===== src/rtl/data_tag_multi.sv =====
// data_tag_multi
//   Multi-window receive data tagger. Tracks NUM_WIN independent receive
//   windows, tags the first decimated sample of each window (or every sample
//   in gate mode), counts samples per window, pulses on window close and
//   keeps a wrapping per-window pulse (window) number.
//
// Ports
//   clk          system clock
//   reset        synchronous, active-high reset
//   strobe       decimated sample strobe, one-cycle pulse
//   enable       per-window gate (level, synchronous to clk)
//   mode         per-window tag mode: 0 = first sample only, 1 = every sample
//   strobe_out   strobe delayed one cycle, aligned with tag
//   tag          per-window tag, valid only while strobe_out = 1
//   win_done     per-window one-cycle pulse after the window closes
//   sample_count window i at [i*CNT_W +: CNT_W], saturating strobe count
//   pulse_num    window i at [i*PULSE_W +: PULSE_W], windows opened since reset
module data_tag_multi #(
  parameter int unsigned NUM_WIN = 4,
  parameter int unsigned CNT_W   = 16,
  parameter int unsigned PULSE_W = 8
) (
  input  logic                       clk,
  input  logic                       reset,
  input  logic                       strobe,
  input  logic [NUM_WIN-1:0]         enable,
  input  logic [NUM_WIN-1:0]         mode,
  output logic                       strobe_out,
  output logic [NUM_WIN-1:0]         tag,
  output logic [NUM_WIN-1:0]         win_done,
  output logic [NUM_WIN*CNT_W-1:0]   sample_count,
  output logic [NUM_WIN*PULSE_W-1:0] pulse_num
);

  logic [NUM_WIN-1:0] r_enable_d;
  logic [NUM_WIN-1:0] r_pending;
  logic [NUM_WIN-1:0] r_mode_l;
  logic [NUM_WIN-1:0] r_tag;
  logic [NUM_WIN-1:0] r_win_done;
  logic               r_strobe_out;
  logic [CNT_W-1:0]   r_cnt   [NUM_WIN];
  logic [PULSE_W-1:0] r_pulse [NUM_WIN];

  logic [NUM_WIN-1:0] w_rise;
  logic [NUM_WIN-1:0] w_fall;
  logic [NUM_WIN-1:0] w_sample;
  logic [NUM_WIN-1:0] w_mode_eff;
  logic [NUM_WIN-1:0] w_tag_next;

  always_comb begin
    w_rise     = enable & ~r_enable_d;
    w_fall     = ~enable & r_enable_d;
    w_sample   = enable & {NUM_WIN{strobe}};
    // Mode is only sampled at window open; on the opening cycle itself the
    // latch has not been written yet, so use the live input.
    w_mode_eff = (w_rise & mode) | (~w_rise & r_mode_l);
    w_tag_next = w_sample & (r_pending | w_rise | w_mode_eff);
  end

  always_ff @(posedge clk) begin
    if (reset) begin
      r_enable_d   <= '0;
      r_pending    <= '0;
      r_mode_l     <= '0;
      r_tag        <= '0;
      r_win_done   <= '0;
      r_strobe_out <= 1'b0;
      for (int unsigned i = 0; i < NUM_WIN; i++) begin
        r_cnt[i]   <= '0;
        r_pulse[i] <= '0;
      end
    end else begin
      r_enable_d   <= enable;
      r_strobe_out <= strobe;
      r_tag        <= w_tag_next;
      r_win_done   <= w_fall;
      // Pending survives only while the window stays open with no strobe;
      // a strobe consumes it and a close (enable low) discards it.
      r_pending    <= enable & ~{NUM_WIN{strobe}} & (r_pending | w_rise);
      for (int unsigned i = 0; i < NUM_WIN; i++) begin
        if (w_rise[i]) begin
          r_mode_l[i] <= mode[i];
          r_pulse[i]  <= r_pulse[i] + PULSE_W'(1);
          // A strobe on the opening cycle is the window's first sample.
          r_cnt[i]    <= CNT_W'(strobe);
        end else if (w_sample[i] && (r_cnt[i] != '1)) begin
          r_cnt[i]    <= r_cnt[i] + CNT_W'(1);
        end
      end
    end
  end

  always_comb begin
    sample_count = '0;
    pulse_num    = '0;
    for (int unsigned i = 0; i < NUM_WIN; i++) begin
      sample_count[i*CNT_W +: CNT_W]     = r_cnt[i];
      pulse_num[i*PULSE_W +: PULSE_W]    = r_pulse[i];
    end
  end

  assign strobe_out = r_strobe_out;
  assign tag        = r_tag;
  assign win_done   = r_win_done;

endmodule


===== config.mk =====
export PLATFORM = sky130hd
export DESIGN_NAME = data_tag_multi
export DESIGN_NICKNAME = d
export VERILOG_FILES = /design/src/rtl/data_tag_multi.sv
export SDC_FILE = /design/constraint.sdc
export NUM_CORES = 1
export LEC_CHECK = 0
export ABC_AREA = 1
export BUFFER_PORTS_ARGS = -buffer_cell sky130_fd_sc_hd__buf_2
export CAP_MARGIN = 5
export CORE_MARGIN = 10
export CORE_UTILIZATION = 35
export CTS_CLUSTER_DIAMETER = 120
export DETAILED_ROUTE_END_ITERATION = 12
export HOLD_SLACK_MARGIN = 0.05
export PLACE_DENSITY_LB_ADDON = 0.25
export SYNTH_ARGS = -nofsm -noshare
export SYNTH_HDL_FRONTEND = slang
export SYNTH_SLANG_ARGS = --single-unit

===== constraint.sdc =====
create_clock -name clk -period 2 [get_ports clk]
set_input_delay 0.1 -clock clk [delete_from_list [all_inputs] [get_ports clk]]
set_output_delay 0.1 -clock clk [all_outputs]
set_load 0.01 [all_outputs]

Yosys cells after proc, flatten, opt, wreduce, memory -nomap -nowiden:

Memory sizes are Yosys's and may differ from the RTL's.
Index checks and enable logic that the tools add are counted.

* register bits after elaboration: 21
* RAM bits: 96
* input port bits: 11
* output and inout bits: 105
* logic and storage cells: 96
* memories: 2

* $add $sub $neg: 8
* equality and inequality tests: 4
* mux-type cells: 42
* bitwise logic cells: 27
* reduce and logical (&&, ||, !) cells: 4

Memory list
* r_cnt: words 4, width 16, read ports 4, clocked after Yosys merged registers in 0, write ports 4, line 41 `logic [CNT_W-1:0] r_cnt [NUM_WIN];`
* r_pulse: words 4, width 8, read ports 4, clocked after Yosys merged registers in 0, write ports 4, line 42 `logic [PULSE_W-1:0] r_pulse [NUM_WIN];`

Operators with widths (count)
* $mux 16: 8
* $add 16x1->16 const B: 4
* $ne 16x16->1 const B: 4
* $add 8x1->8 const B: 4
* $and 4x4->4: 8
* $mux 8: 4
* $mux 1: 30
* $not 4->4: 4
* $or 1x1->1: 12
* $or 4x4->4: 3
* $logic_and 1x1->1: 4

Logic depth before layout (Yosys ltp):

* word-level depth: 7
* mapped depth: 9
* depth with buffers taken out: 9

Least setup slack after synthesis:

No wires, ideal clock.

* kind: reg-to-reg
* start: memory r_cnt[3][0]
* end: memory r_cnt[3][0] (enable)
* library setup time: 416 ps
* arrival time: 1635 ps
* required time: 1584 ps
* setup slack: -51 ps
* cell stages (with the launch flop): 8
* path buffers: 1
* cell sequence: edfxtp_1 ha_1 nand3_2 nor2_4 nand4_1 nand2_2 buf_6 nand3_1

RTL lines (line)
* start: declaration: 41

==> results by group <==
Outcome
  – Status: finished clean

Global routing
  – Remaining global-route overflow: 0
  – Pin count of the biggest net entering global routing: 17
  – First-pass GRT wire length: 24300 um
  – Vias in the first global route: 4819
  – Antenna violations before repair: 0
  – GR Util All Layers: 12.5%

Route
  – Vias: 5053
  – Drt drc: 0
  – Drt first pass iters: 4
  – Total routed wirelength: 14500 um
  – Vias per cell: 4.59
  – Remaining antenna violation count: 0
  – Routed len/inst: 13.2 um
  – DR iter-0 viols: 243

Floorplanning
  – FP Rows: 48
  – Die area: 23300 sq um
  – Top-Level Pins: 116
  – Core footprint: 17300 sq um
  – Initial Util: 35.6%
  – Die Span Y: 153 um
  – Die X: 153 um

Critical path
  – R2r setup slk: 0.21 ns
  – WP buf/inv: 1
  – Reg2reg end: r_cnt[2][13]$_SDFFCE_PN0P_
  – Crit path launch type: flip-flop
  – Slowest CP cell: edfxtp_1
  – Crit Path Max Fanout: 9
  – CP Class: reg2reg
  – Reg2reg path depth: 9
  – WP data required: 2.16 ns
  – Worst EP arrival: 1.96 ns
  – Worst R2R Start: r_cnt[2][0]$_SDFFCE_PN0P_
  – Crit path max-delay family: simple AND/OR/NAND/NOR gates
  – Critical Path End Type: flip-flop
  – CP peak stage delay: 0.40 ns
  – Crit-path cells: ha_1, nand2_1, nor2_2, nand2_1, nor2_2, nor2_4, nor2_2, nand2_1, buf_4

Logic synthesis
  – Yosys reg bits: 117
  – Top cells by area, synth: edfxtp_1 47%, nand2_1 8.7%, nor2_1 7.7%
  – Synth Cell Area: 6160 sq um
  – Largest family of logic cells by synthesized area: simple AND/OR/NAND/NOR gates
  – Net count after synthesis: 725
  – Area share of the largest cell type after synthesis: 46.8%
  – Top FF cell, synth: edfxtp_1
  – Post-synth cell types: 37
  – Mux cell area share after synthesis: 0.488%
  – Async set-reset flop share out of synthesis: 0%
  – Yosys top cell by area: edfxtp_1
  – Fraction of the mapped netlist area in simple logic gates: 27.2%
  – Count leader, synth: nand2_1
  – Synth Area per Inst: 8.72 sq um
  – Synthesis Warnings: 0
  – Post-synthesis compound-gate area fraction: 6.12%
  – Mapped Cells: 706
  – Post-synthesis sequential area ratio: 53.6%
  – Post-synthesis adder-cell area fraction: 1.63%
  – XOR/XNOR share of the synthesized area: 3.98%
  – Post-synth EDFFs: 96
  – Synth top cells by count: 143 x nand2_1, 126 x nor2_1, 96 x edfxtp_1

Timing
  – Max Clk Rate: 557 MHz
  – Setup Skew: 0.00709 ns
  – Unrepaired setup endpoints after global routing: no
  – Worst slew pin tran: 0.421 ns
  – Slew HR: 71.8%
  – Setup-violating endpoint count in the final report: 0
  – Final min period: 1.79 ns
  – Setup WS post-layout: 0.205 ns
  – Setup TNS: 0 ns
  – Fin crit share: 89.7%
  – Slew Limit Fails: 0
  – Final Hold Fails: 0

CTS
  – Clock transition at path regs: 0.05 ns
  – Max clock buf depth: 2
  – CTS resizes: 0
  – TritonCTS Buffers: 17
  – CTS tree: done
  – Clock Tree Root: clkbuf_16
  – Htree depth: 4
  – Skew-Pair Late Insertion Delay: 0.41 ns
  – Clock sinks: 117

Layout
  – Layout area overhead: 25.5%
  – Final core utilization: 44.7%
  – Nets: 882
  – Fraction of layout cells with a size suffix above 1: 22.7%
  – Diodes inserted: 0

Worst hold path
  – Hold_sp: r_enable_d[3]$_SDFF_PP0_
  – Hold EP: r_pending[3]$_SDFF_PP0_
  – Worst Hold Class: reg2reg
  – WHS Path Cells: 1

Place
  – Routability-driven placement congestion ratio: 0.811
  – IO Port Bufs: 115
  – Hpwl dp: 11100 um
  – Pre-CTS setup slack: 0.218 ns

Pwr
  – P_leak: 0.00338 uW
  – Power Density: 799 nW/um^2
  – Worst IR Drop VDD: 574 uV

Job
  – Number of max-cap violations: 0
## layer usage
metal	GRT usage [%]	wire, um
met1	16.7	7170
met4	5.09	225
met2	18.8	6330
met3	3.36	789
met5	0	0
## worst max path at each step
stage | slack, ns | depth (start not counted) | start | to
5_1_grt | 0.07 | 9 | r_cnt[2][0]$_SDFFCE_PN0P_ | r_cnt[2][5]$_SDFFCE_PN0P_
2_1_floorplan | 0.03 | 8 | r_cnt[0][0]$_SDFFCE_PN0P_ | r_cnt[0][0]$_SDFFCE_PN0P_
6_report | 0.21 | 9 | r_cnt[2][0]$_SDFFCE_PN0P_ | r_cnt[2][13]$_SDFFCE_PN0P_
4_1_cts | 0.21 | 9 | r_cnt[2][0]$_SDFFCE_PN0P_ | r_cnt[2][14]$_SDFFCE_PN0P_
3_5_place_dp | 0.22 | 6 | r_cnt[3][1]$_SDFFCE_PN0P_ | r_cnt[3][9]$_SDFFCE_PN0P_
3_3_place_gp | 0.26 | 9 | r_cnt[2][0]$_SDFFCE_PN0P_ | r_cnt[2][14]$_SDFFCE_PN0P_
## power breakdown
part	total [uW]	internal, uW	leakage (uW)	switching, uW
clock network	2650	1630	0.000253	1020
registers	2930	2800	0.00121	139
logic	587	227	0.00192	360
## cell usage in the layout (no fill, tap or decap), types with 3 or more instances in the layout
| cell type | count |
|---|---|
| buf_2 | 115 |
| nor3_1 | 19 |
| mux2i_1 | 3 |
| xnor2_1 | 14 |
| nand3_1 | 34 |
| edfxtp_1 | 96 |
| nor2_2 | 9 |
| dfxtp_1 | 21 |
| o21ai_0 | 20 |
| nand2_2 | 7 |
| xor2_1 | 14 |
| nor2_4 | 9 |
| clkinv_2 | 5 |
| nand3_2 | 3 |
| o21bai_1 | 3 |
| o21a_1 | 3 |
| nand4_1 | 12 |
| ha_1 | 8 |
| buf_4 | 20 |
| a21oi_1 | 37 |
| dlygate4sd3_1 | 10 |
| inv_2 | 4 |
| clkbuf_16 | 17 |
| inv_1 | 94 |
| nand2_1 | 143 |
| nor2_1 | 126 |
| clkbuf_1 | 7 |
## what timing repair did
| action | in CTS | in global routing |
|---|---|---|
| hold endpoints to repair | 20 | 0 |
| hold buffers | 10 | 0 |
| buffers inserted | 0 | 0 |
| endpoints found under the setup margin | 0 | 0 |
## worst register-to-register path, cell delays in order, from the launching register on
cell and delay, ns:
edfxtp_1 0.40, ha_1 0.18, nand2_1 0.08, nor2_2 0.17
nand2_1 0.13, nor2_2 0.17, nor2_4 0.06, nor2_2 0.10
nand2_1 0.08, buf_4 0.18
## logic make-up (layout without fill, tap and decap cells)
kind of cell / after synthesis / after routing
AO/OA/AOI/OAI: 69 / 69
XOR/XNOR: 28 / 28
AND/OR/NAND/NOR: 375 / 375
multiplexers: 3 / 3
buffers and inverters: 106 / 276
adder cells (fa/ha/maj): 8 / 8
flip-flops: 117 / 117
## registers in the layout (all words and copies together), names as in the netlist
register	cells
tag	4
r_enable_d	4
strobe_out	1
r_cnt	64
r_pending	4
r_pulse	32
win_done	4
r_mode_l	4
## area by class of cell
type	count	area (sq um)
tap	225	282
clock inverter	6	28.8
clock buffer	26	479
fill	1748	9570
sequential	117	3300
multi-input combinational	483	2430
inverter	99	377
timing repair buffer	145	826
## per-stage QoR
step | area (sq um) | power [uW] | hold WS (ns) | std cells
finish | 7720 | 6170 | 0.443 | 1101
CTS | 7720 | 6250 | 0.433 | 1101
detailed placement | 7120 | 3560 | 0.334 | 1059
floorplan | 6160 | 3280 | 0.177 | 706
global placement | 7120 | 3560 | 0.335 | 1059
global route | 7720 | 6460 | 0.468 | 1101
Power figures use the tool's default switching activity.
